File: config.mk
export PLATFORM = sky130hd
export DESIGN_NAME = text_cell_fetcher
export DESIGN_NICKNAME = d
export VERILOG_FILES = /design/src/rtl/text_cell_fetcher.sv
export SDC_FILE = /design/constraint.sdc
export NUM_CORES = 1
export LEC_CHECK = 0
export CAP_MARGIN = 30
export CORE_UTILIZATION = 40
export CTS_BUF_LIST = sky130_fd_sc_hd__clkbuf_8 sky130_fd_sc_hd__clkbuf_16
export DETAILED_ROUTE_END_ITERATION = 10
export HOLD_SLACK_MARGIN = 0.06
export PLACE_DENSITY = 0.7
export SLEW_MARGIN = 20
export SYNTH_ARGS = -nofsm -noshare
export SYNTH_HDL_FRONTEND = slang
export SYNTH_SLANG_ARGS = --single-unit
File: constraint.sdc
create_clock -name clock -period 2.95 [get_ports clock]
set_input_delay 0.4425 -clock clock [delete_from_list [all_inputs] [get_ports clock]]
set_output_delay 0.4425 -clock clock [all_outputs]
set_load 0.005 [all_outputs]
File: src/rtl/text_cell_fetcher.sv
// Streams one text row of {attribute, code} cells from screen RAM port A to the glyph renderer.
// Optional `TEXT_FETCH_BLINK_EN adds blinkPhase: blinking cells (attribute bit 7) show code 8'h00.
module text_cell_fetcher #(
    parameter int unsigned COLUMNS    = 80,
    parameter int unsigned ROWS       = 25,
    parameter int unsigned ADDR_WIDTH = 11,
    parameter int unsigned BASE_ADDR  = 0
) (
    input  logic                  clock,
    input  logic                  reset,
    input  logic                  lineStart,
    input  logic [4:0]            textRow,
    output logic                  ramEnable,
    output logic [ADDR_WIDTH-1:0] ramAddress,
    input  logic [15:0]           ramData,
    output logic                  cellValid,
    input  logic                  cellReady,
    output logic [15:0]           cellData,
    output logic [6:0]            cellColumn,
    output logic                  cellLast,
    output logic                  busy
`ifdef TEXT_FETCH_BLINK_EN
    ,
    input  logic                  blinkPhase
`endif
);

    localparam logic [6:0] LAST_COL = 7'(COLUMNS - 1);

    typedef enum logic [1:0] {IDLE, FETCH, DRAIN} state_t;

    state_t                state_q, state_d;
    logic [ADDR_WIDTH-1:0] row_base_q, row_base_d;
    logic [ADDR_WIDTH-1:0] ram_addr_q, ram_addr_d;
    logic [6:0]            read_col_q, read_col_d;
    logic [6:0]            ram_col_q, ram_col_d;
    logic                  ram_en_q, ram_en_d;
    logic [6:0]            ret_col_q, ret_col_d;
    logic                  ret_valid_q, ret_valid_d;
    logic [1:0]            occ_q, occ_d;
    logic [15:0]           buf_data_q [2];
    logic [15:0]           buf_data_d [2];
    logic [6:0]            buf_col_q [2];
    logic [6:0]            buf_col_d [2];

    logic [15:0]           ret_data;
    logic [15:0]           q_data [2];
    logic [6:0]            q_col [2];
    logic [1:0]            q_cnt;
    logic                  xfer;
    logic                  row_ok;
    logic [ADDR_WIDTH-1:0] start_base;

`ifdef TEXT_FETCH_BLINK_EN
    assign ret_data = (blinkPhase && ramData[15]) ? {ramData[15:8], 8'h00} : ramData;
`else
    assign ret_data = ramData;
`endif

    assign row_ok     = 32'(textRow) < ROWS;
    assign start_base = ADDR_WIDTH'(BASE_ADDR + COLUMNS * 32'(textRow));

    // Logical queue: buffered cells first, then the read returning this cycle.
    always_comb begin
        q_data[0] = buf_data_q[0];
        q_col[0]  = buf_col_q[0];
        q_data[1] = buf_data_q[1];
        q_col[1]  = buf_col_q[1];
        if (ret_valid_q) begin
            if (occ_q == 2'd0) begin
                q_data[0] = ret_data;
                q_col[0]  = ret_col_q;
            end else begin
                q_data[1] = ret_data;
                q_col[1]  = ret_col_q;
            end
        end
        q_cnt = occ_q + {1'b0, ret_valid_q};
    end

    assign cellValid  = (q_cnt != 2'd0);
    assign cellData   = cellValid ? q_data[0] : '0;
    assign cellColumn = cellValid ? q_col[0] : '0;
    assign cellLast   = cellValid && (q_col[0] == LAST_COL);
    assign xfer       = cellValid && cellReady;
    assign ramEnable  = ram_en_q;
    assign ramAddress = ram_addr_q;
    assign busy       = (state_q != IDLE);

    always_comb begin
        state_d     = state_q;
        row_base_d  = row_base_q;
        ram_addr_d  = ram_addr_q;
        read_col_d  = read_col_q;
        ram_col_d   = ram_col_q;
        ram_en_d    = 1'b0;
        ret_valid_d = ram_en_q;
        ret_col_d   = ram_col_q;
        buf_data_d  = q_data;
        buf_col_d   = q_col;
        occ_d       = q_cnt;
        if (xfer) begin
            buf_data_d[0] = q_data[1];
            buf_col_d[0]  = q_col[1];
            occ_d         = q_cnt - 2'd1;
        end

        case (state_q)
            FETCH: begin
                // Cells after this edge plus the read already issued must leave room for one more.
                if ((occ_d + {1'b0, ram_en_q}) < 2'd2) begin
                    ram_en_d   = 1'b1;
                    ram_addr_d = row_base_q + ADDR_WIDTH'(read_col_q);
                    ram_col_d  = read_col_q;
                    read_col_d = read_col_q + 7'd1;
                    if (read_col_q == LAST_COL) state_d = DRAIN;
                end
            end
            DRAIN: begin
                if (xfer && q_col[0] == LAST_COL) state_d = IDLE;
            end
            default: ;
        endcase

        // A new line pre-empts everything; the return of any read from the old line is dropped.
        if (lineStart) begin
            occ_d       = 2'd0;
            ret_valid_d = 1'b0;
            if (row_ok) begin
                row_base_d = start_base;
                ram_en_d   = 1'b1;
                ram_addr_d = start_base;
                ram_col_d  = 7'd0;
                read_col_d = 7'd1;
                state_d    = (COLUMNS == 1) ? DRAIN : FETCH;
            end else begin
                ram_en_d = 1'b0;
                state_d  = IDLE;
            end
        end
    end

    always_ff @(posedge clock or posedge reset) begin
        if (reset) begin
            state_q     <= IDLE;
            row_base_q  <= '0;
            ram_addr_q  <= '0;
            read_col_q  <= '0;
            ram_col_q   <= '0;
            ram_en_q    <= 1'b0;
            ret_col_q   <= '0;
            ret_valid_q <= 1'b0;
            occ_q       <= '0;
            buf_data_q  <= '{default: '0};
            buf_col_q   <= '{default: '0};
        end else begin
            state_q     <= state_d;
            row_base_q  <= row_base_d;
            ram_addr_q  <= ram_addr_d;
            read_col_q  <= read_col_d;
            ram_col_q   <= ram_col_d;
            ram_en_q    <= ram_en_d;
            ret_col_q   <= ret_col_d;
            ret_valid_q <= ret_valid_d;
            occ_q       <= occ_d;
            buf_data_q  <= buf_data_d;
            buf_col_q   <= buf_col_d;
        end
    end

endmodule

==> results_dict.tcl <==
set metrics [dict create \
    cts-root-buf "clkbuf_8" \
    die_h_um 105 \
    via_per_inst 5.16 \
    timing.rr.end "ramAddress[8]" \
    min_to "ret_col_q[3]" \
    post-route-drc-count 0 \
    crit_family "buffers and inverters" \
    tns_ns 0 \
    initial_core_util 0.413 \
    coreArea_um2 10300 \
    grt_usage 0.173 \
    drt_iter0_drc 145 \
    grt_overflow 0 \
    dieArea_um2 11100 \
    period_share 0.942 \
    r2r_slack_ns 0.44 \
    final_max_slew_viol_count 0 \
    cts-htree-levels 3 \
    crit_path_start_kind "register" \
    cp_max_fo 24 \
    peakVddDrop_uv 333 \
    r2r-start "occ_q[0]" \
    io_pins 63 \
    hold_viol_final 0 \
    critPathArrivalTime_ns 2.34 \
    cap_violations 0 \
    post_cts_resize_count 0 \
    post-dp-hpwl_mm 6.21 \
    rsz0062_at_grt "no" \
    synth_top_cell_by_area "dfrtp_1" \
    synth-edff-count 0 \
    synth-seq-cells 91 \
    clk_pin_slew_ns 0.09 \
    power_density_nw_per_um2 929 \
    end_kind "primary output" \
    clock_sinks 91 \
    final_util 0.515 \
    critical_path_required_ns 2.51 \
    antenna_found_initial 0 \
    diodes 0 \
    hp-class "register to register" \
    slew_headroom 0.509 \
    ant_nets 0 \
    finClkSkew_ns 0.0141 \
    first_global_vias 3086 \
    synthFlopType "dfrtp_1" \
    vias 3139 \
    cp_common_cell "ha_1" \
    fmax_mhz 360 \
    grtUsageMet1 0.238 \
    worstSetupPathType "register to primary output" \
    dp.cells 592 \
    postSynthCellCount 403 \
    synth_warnings 0 \
    holdCritStartpoint "ram_col_q[3]" \
    fin_crit_ns 2.78 \
    synth_top_area_share 0.534 \
    tightest_slew_ns 0.736 \
    cts_hold_buf 0 \
    synthesis.area_um2 4270 \
    numCtsBuffers 9 \
    gp_congestion 0.792 \
    whs_path_depth 0 \
    grtUsageMet2 0.275 \
    p_leak_uw 0.00229 \
    yosysUniqueCellTypes 46 \
    setup_viol 0 \
    stdcell_count 608 \
    status "finished, final reports clean" \
    numPortBuffers 62 \
    path_cells "ha_1, xnor2_2, ha_1, buf_4, nor2_1, clkdlybuf4s50_1" \
    drive_above_1_share 0.131 \
    areaGrowthSynthToFinish_pct 24.6 \
    cts_tree "done" \
    drt-total-wl_mm 9.01 \
    busiest_layer "met2" \
    rows 37 \
    grt_max_degree 48 \
    postSynth.asyncResetShare 1.00 \
    routedWlPerCell_um 14.8 \
    die_w_um 105 \
    postCtsSetupRepairBufs 0 \
    crit_slowest_cell "clkdlybuf4s50_1" \
    clk-insertion-delay-late_ns 0.36 \
    layout.nets 506 \
    syn_nets 442 \
    synth-seq-area-share 0.534 \
    cts_buffer_depth 2 \
    critPathBufInv 2 \
    p_total_uw 4940 \
    gr-usage-met3 0.0414 \
    drt_pre_antenna_iters 6 \
    grt_pass1_wl_mm 15.2 \
    syn_area_per_cell_um2 10.6 \
    cpPeakStageDelay_ns 0.45 \
    synth_area_leaders "dfrtp_1, mux2_2, mux2i_1, nor2_1, a21oi_1" \
    r2r_cells 9 \
]
==> routing by layer <==
metal  part of all wire  vias up
met5                  0        -
met1               0.48     1542
met2               0.48       68
met4             0.0061        0
li1                   -     1525
met3              0.041        4
==> synthesized netlist by cell type, types with 5 or more instances <==
cell type	number
dfrtp_1	91
nor2_1	59
nand2_1	37
a21oi_1	32
mux2_2	25
mux2i_1	25
o21ai_0	21
ha_1	12
clkbuf_1	11
inv_1	10
buf_2	8
nand4_1	7
nand3_1	6
or3_1	5
xor2_1	5
==> final cells by class <==
cell class | count | area [um^2]
inverter | 10 | 38.8
clock buffer | 10 | 138
sequential | 91 | 2280
clock inverter | 6 | 88.8
timing repair buffer | 74 | 736
tap | 136 | 170
multi-input combinational | 281 | 1870
fill | 925 | 5010
==> power by group <==
part           internal [uW]  leakage, uW  switching (uW)
sequential              1670      0.00113             194
clock                    502     0.000114             433
combinational           1100      0.00105            1050
total                   3270      0.00229            1670
==> logic make-up after synthesis <==
group	after synthesis	share of synthesized area
XOR/XNOR	11	0.0279
AND/OR/NAND/NOR	131	0.135
AO/OA/AOI/OAI	74	0.0994
flip-flops	91	0.534
buffers and inverters	31	0.0314
multiplexers	51	0.128
adder cells (fa/ha/maj)	14	0.0446
==> per-stage QoR <==
step | setup WS (ns) | instance area [um^2] | hold WS, ns
6_report | 0.171 | 5320 | 0.377
5_1_grt | 0.0345 | 5320 | 0.391
4_1_cts | 0.157 | 5320 | 0.388
3_5_place_dp | 0.355 | 5090 | 0.356
3_3_place_gp | 0.446 | 5090 | 0.360
2_1_floorplan | 0.144 | 4270 | 0.348
==> cells in the final DEF, fill, tap and decap left out, types with 2 or more instances in the layout <==
cell,instances
dfrtp_1,91
clkdlybuf4s50_1,62
nor2_1,59
nand2_1,37
a21oi_1,32
mux2_2,25
mux2i_1,25
o21ai_0,21
ha_1,12
inv_1,10
clkbuf_8,10
buf_4,10
nand4_1,7
nand3_1,6
xor2_1,5
or3_1,5
xnor2_2,3
nor3_1,3
nand2b_1,3
nor2b_1,3
xnor2_1,3
o31ai_1,3
a31oi_1,3
o211ai_1,3
o21ai_2,2
fa_1,2
bufinv_16,2
buf_12,2
==> flip-flops by register name (all words and copies together), names as in the netlist <==
register,flops
buf_col_q,14
buf_data_q,32
ret_col_q,7
occ_q,2
state_q,2
read_col_q,7
ramAddress,11
ret_valid_q,1
ramEnable,1
row_base_q,7
ram_col_q,7
==> worst max path at each step <==
stage / start / cells past startpoint / end
after floorplan: reset / 1 / buf_col_q[0]
after global placement: textRow[2] / 8 / ramAddress[10]
after detailed placement: textRow[2] / 8 / ramAddress[10]
after CTS: occ_q[0] / 6 / cellColumn[0]
after global routing: ret_valid_q / 6 / cellData[5]
final: occ_q[0] / 6 / cellColumn[4]
Power figures use the tool's default switching activity.
